### src/rtl/odd_seq_monitor.sv
// -----------------------------------------------------------------------------
// odd_seq_monitor
//
// Downstream checker for the 8-bit odd counter stage. Every rising edge it
// samples the counter value, acquires lock on the 1, 3, 5, ..., 255, 1
// sequence, and then flags every departure from that sequence. It also keeps
// a saturating error count and a free-running count of accepted wrap-arounds.
//
// There is no handshake: cnt_i is treated as valid on every rising edge, and
// every output is registered and updates once per sample.
//
// Parameters
//   LOCK_LEN   : consecutive correct samples needed to declare lock (2..15)
//
// Ports
//   clk        : rising-edge clock, shared with the odd counter
//   reset      : synchronous, active-high reset (discards the sample on its edge)
//   cnt_i      : counter value from the upstream odd counter
//   locked_o   : high while the monitor is in TRACK
//   err_o      : one-cycle pulse per sequence violation seen in TRACK
//   wrap_o     : one-cycle pulse when a 255 -> 1 step is accepted in TRACK
//   err_cnt_o  : total errors, saturating at 255
//   wrap_cnt_o : total accepted wraps, modulo 2^16
//   state_dbg  : current FSM state (0 = IDLE, 1 = ACQ, 2 = TRACK)
// -----------------------------------------------------------------------------
module odd_seq_monitor #(
  parameter int unsigned LOCK_LEN = 4
) (
  input  logic        clk,
  input  logic        reset,
  input  logic [7:0]  cnt_i,
  output logic        locked_o,
  output logic        err_o,
  output logic        wrap_o,
  output logic [7:0]  err_cnt_o,
  output logic [15:0] wrap_cnt_o,
  output logic [1:0]  state_dbg
);

  typedef enum logic [1:0] {
    IDLE  = 2'd0,
    ACQ   = 2'd1,
    TRACK = 2'd2
  } state_t;

  // The run counter holds the number of correct samples seen so far in ACQ.
  // Lock is declared on the sample that brings it to LOCK_LEN, i.e. when the
  // current value equals LOCK_LEN - 1 and the sample matches.
  localparam logic [3:0] LOCK_RUN = 4'(LOCK_LEN - 1);

  state_t     state;
  logic [7:0] exp_val;   // expected next sample
  logic [3:0] run;       // acquisition run length

  logic       match;
  logic [7:0] seed;

  // On a match cnt_i equals exp_val, so cnt_i + 2 serves both as the next
  // expected value and as the re-seed value. 8-bit truncation makes 255 + 2
  // come out as 1, which is the only wrap handling needed.
  assign match = (cnt_i == exp_val);
  assign seed  = cnt_i + 8'd2;

  assign state_dbg = state;

  always_ff @(posedge clk) begin
    if (reset) begin
      state      <= IDLE;
      exp_val    <= 8'd0;
      run        <= 4'd0;
      locked_o   <= 1'b0;
      err_o      <= 1'b0;
      wrap_o     <= 1'b0;
      err_cnt_o  <= 8'd0;
      wrap_cnt_o <= 16'd0;
    end else begin
      // Pulses default low; they are raised only for the sample that causes them.
      err_o  <= 1'b0;
      wrap_o <= 1'b0;

      case (state)
        IDLE: begin
          if (cnt_i[0]) begin
            exp_val <= seed;
            run     <= 4'd1;
            state   <= ACQ;
          end
        end

        ACQ: begin
          if (match) begin
            exp_val <= seed;
            run     <= run + 4'd1;
            if (run == LOCK_RUN) begin
              state    <= TRACK;
              locked_o <= 1'b1;
            end
          end else if (cnt_i[0]) begin
            // An odd mismatch starts a fresh acquisition from this sample.
            exp_val <= seed;
            run     <= 4'd1;
          end else begin
            state <= IDLE;
          end
        end

        TRACK: begin
          if (match) begin
            exp_val <= seed;
            // Accepting a 1 in TRACK means the previous accepted value was 255.
            if (cnt_i == 8'd1) begin
              wrap_o     <= 1'b1;
              wrap_cnt_o <= wrap_cnt_o + 16'd1;
            end
          end else begin
            err_o    <= 1'b1;
            locked_o <= 1'b0;
            if (err_cnt_o != 8'hFF) begin
              err_cnt_o <= err_cnt_o + 8'd1;
            end
            if (cnt_i[0]) begin
              exp_val <= seed;
              run     <= 4'd1;
              state   <= ACQ;
            end else begin
              state <= IDLE;
            end
          end
        end

        default: begin
          state    <= IDLE;
          locked_o <= 1'b0;
        end
      endcase
    end
  end

endmodule

### config.mk
export PLATFORM = sky130hd
export DESIGN_NAME = odd_seq_monitor
export DESIGN_NICKNAME = d
export VERILOG_FILES = /design/src/rtl/odd_seq_monitor.sv
export SDC_FILE = /design/constraint.sdc
export NUM_CORES = 1
export LEC_CHECK = 0
export ABC_AREA = 1
export BUFFER_PORTS_ARGS = -buffer_cell sky130_fd_sc_hd__clkbuf_2
export CAP_MARGIN = 20
export CORE_AREA = 8 8 84 86
export CTS_BUF_LIST = sky130_fd_sc_hd__clkbuf_4
export DETAILED_ROUTE_END_ITERATION = 6
export DIE_AREA = 0 0 92 94
export PLACE_DENSITY = 0.72
export SYNTH_ARGS = -nofsm -noshare
export SYNTH_HDL_FRONTEND = slang
export SYNTH_SLANG_ARGS = --single-unit
export TNS_END_PERCENT = 50
### constraint.sdc
create_clock -name clk -period 4 [get_ports clk]
set_input_delay 0.8 -clock clk [delete_from_list [all_inputs] [get_ports clk]]
set_output_delay 0.8 -clock clk [all_outputs]
set_load 0.02 [all_outputs]
==> flow_summary.ini <==
[setup_path]
worstSetupEndpointType = register
worst_ep_arrival_time_ps = 2790
startpoint_type = input port
critPathMaxFanout = 21
r2r-start = exp_val[0]
worstSetupStartpoint = cnt_i[0]
r2r_slack_ps = 1910
required_ps = 4260
setup.worst_path.end = wrap_cnt_o[7]
criticalPathCategory = in -> reg
reg2reg_to = wrap_cnt_o[7]
rr_worst_depth = 10

[floorplan]
core_um2 = 5750
die_area_um2 = 8650
ios = 39
start_util = 0.433
die_h_um = 94
rows = 28
die_w_um = 92

[routing]
drc = 0
wirelength_um = 5730
vias_per_cell = 5.03
wl_per_cell_um = 11.8
num_vias = 2439
firstDrtPassIters = 4
ant_nets = 0
first_iter_violations = 116

[place]
routabilityCongestion = 0.931
portBuffers = 38
dp.final_hpwl_um = 4420

[layout]
areaGrowthSynthToFinish_pct = 11.3
num_antenna_cells = 0
drive_gt1_frac = 0.139
utilization = 0.482
nNetsFinal = 429

[power]
pwr-share-seq = 0.540
power.leakage_nw = 1.26
p_per_area_nw_per_um2 = 295
switching_share = 0.326
clkPwrFrac = 0.235
comb_power_share = 0.225
p_sw_w = 0.000266
ir_worst_vdd_mv = 0.180
p_int_w = 0.000551

[timing]
drv_slew = 0
period_needed_ps = 2530
finalCritPeriodShare = 0.633
clock_skew_ps = 13.6
fmax_mhz = 395
rsz0062_at_grt = no
tightest_slew_ps = 612
maxSlewHeadroom = 0.592
hold_ws_ps = 480
final-setup-viol-count = 0
setup-tns-final_ps = 0
hold_viol_final = 0

[synth]
postSynthCellCount = 375
synth-seq-cells = 41
synth_top_area_cell = dfxtp_1
synth_top_area_share = 0.330
ys_top_cells_by_count = nand2_1, inv_1, dfxtp_1
synth_fp_nets = 394
asyncSetResetFlopFracSynth = 0
ys.flop_type = dfxtp_1
postSynthAreaPerCell_um2 = 6.64
synth-warning-count = 0
synthesis.area_um2 = 2490
synth_cell_type_count = 31
synth_edf_count = 0
ys_seq_area_frac = 0.330
synth_area_leaders = dfxtp_1, nand2_1, inv_1
yosysMostFrequentCell = nand2_1

[global_route]
antenna_found_initial = 0
grt_pass1_vias = 2275
grt_first_pass_wirelength_um = 9830
grtUsageTotal = 0.134
grt_max_degree = 23
grt-ovfl-total = 0

[min_path]
hp-class = reg -> reg

[clock_tree]
cts_resized = 0
path_clk_slew_ps = 130
clock_path_buffers = 2
cts_buffers = 5
holdBufCountCts = 0
clock_sinks = 41
post_cts_buffers = 0
cts_tree = done
cts_root_buffer = clkbuf_4
htreeDepth = 2
clock_latency_ps = 340

[run_status]
status = completed

[job]
drv_cap = 0
## through the flow
stage	total power (W)	area, µm²	cells	worst slack [ps]
floorplan	0.000589	2490	375	1780
global placement	0.000633	2720	478	1210
detailed placement	0.000636	2720	478	1130
CTS	0.000831	2770	485	1490
global route	0.000870	2770	485	1270
finish	0.000818	2770	485	1470
## cell type report
cell class | instances | area (µm²)
clock buffers | 5 | 37.5
clock inverters | 2 | 11.3
fillers | 620 | 2980
inverters | 52 | 195
multi-input cells | 271 | 1410
flip-flops and latches | 41 | 821
well taps | 75 | 93.8
repair buffers | 39 | 198
## power by group through the flow
stage          logic, W  registers [W]  clock network, W
2_1_floorplan  0.000129       0.000459                 0
3_3_place_gp   0.000182       0.000451                 0
3_5_place_dp   0.000185       0.000451                 0
4_1_cts        0.000186       0.000442          0.000203
5_1_grt        0.000209       0.000446          0.000214
6_report       0.000184       0.000442          0.000192
## worst min-delay path by stage
stage	start	to	slack (ps)	depth (start not counted)
finish	exp_val[7]	exp_val[7]	480	2
global route	exp_val[4]	exp_val[4]	510	2
CTS	exp_val[7]	exp_val[7]	480	2
detailed placement	exp_val[7]	exp_val[7]	470	2
global placement	exp_val[7]	exp_val[7]	460	2
floorplan	exp_val[5]	exp_val[5]	440	2
## critical path: stages
cell,delay (ps)
clkbuf_2,150
inv_1,140
ha_1,310
inv_1,50
nand2_1,40
nor2_1,120
nand2_2,80
nor2_4,400
nand3_2,320
o21bai_1,250
a21oi_1,110
## cell families after synthesis
logic type	count (synthesis)	synth area share
AO/OA/AOI/OAI	55	0.115
XOR/XNOR	19	0.0669
adder cells (fa/ha/maj)	9	0.0452
buffers and inverters	63	0.103
flip-flops	41	0.330
AND/OR/NAND/NOR	188	0.340
## layer usage
layer,routed length [µm],vias up,GRT usage
met4,42,0,0.0430
met5,0,-,0
met3,328,4,0.0360
li1,-,1276,-
met2,2750,52,0.235
met1,2610,1107,0.153
## registers in the layout, indices dropped and copies added, names as in the netlist
register,cells
wrap_cnt_o,16
exp_val,8
wrap_o,1
err_cnt_o,8
locked_o,1
run,4
err_o,1
state_dbg,2
## cell usage in the layout (no fill, tap or decap), drive strengths merged, types with 2 or more instances in the layout
| cell | Yosys | routed |
|---|---|---|
| a21oi | 35 | 35 |
| nor2 | 40 | 40 |
| nor3 | 12 | 12 |
| inv | 50 | 50 |
| xor2 | 14 | 14 |
| clkbuf | 5 | 43 |
| o21ai | 16 | 16 |
| dfxtp | 41 | 41 |
| nand3 | 30 | 30 |
| xnor2 | 5 | 5 |
| ha | 9 | 9 |
| nand2 | 88 | 88 |
| clkinv | 2 | 3 |
| o21bai | 2 | 2 |
| nand4 | 14 | 14 |
Power figures use the tool's default switching activity.
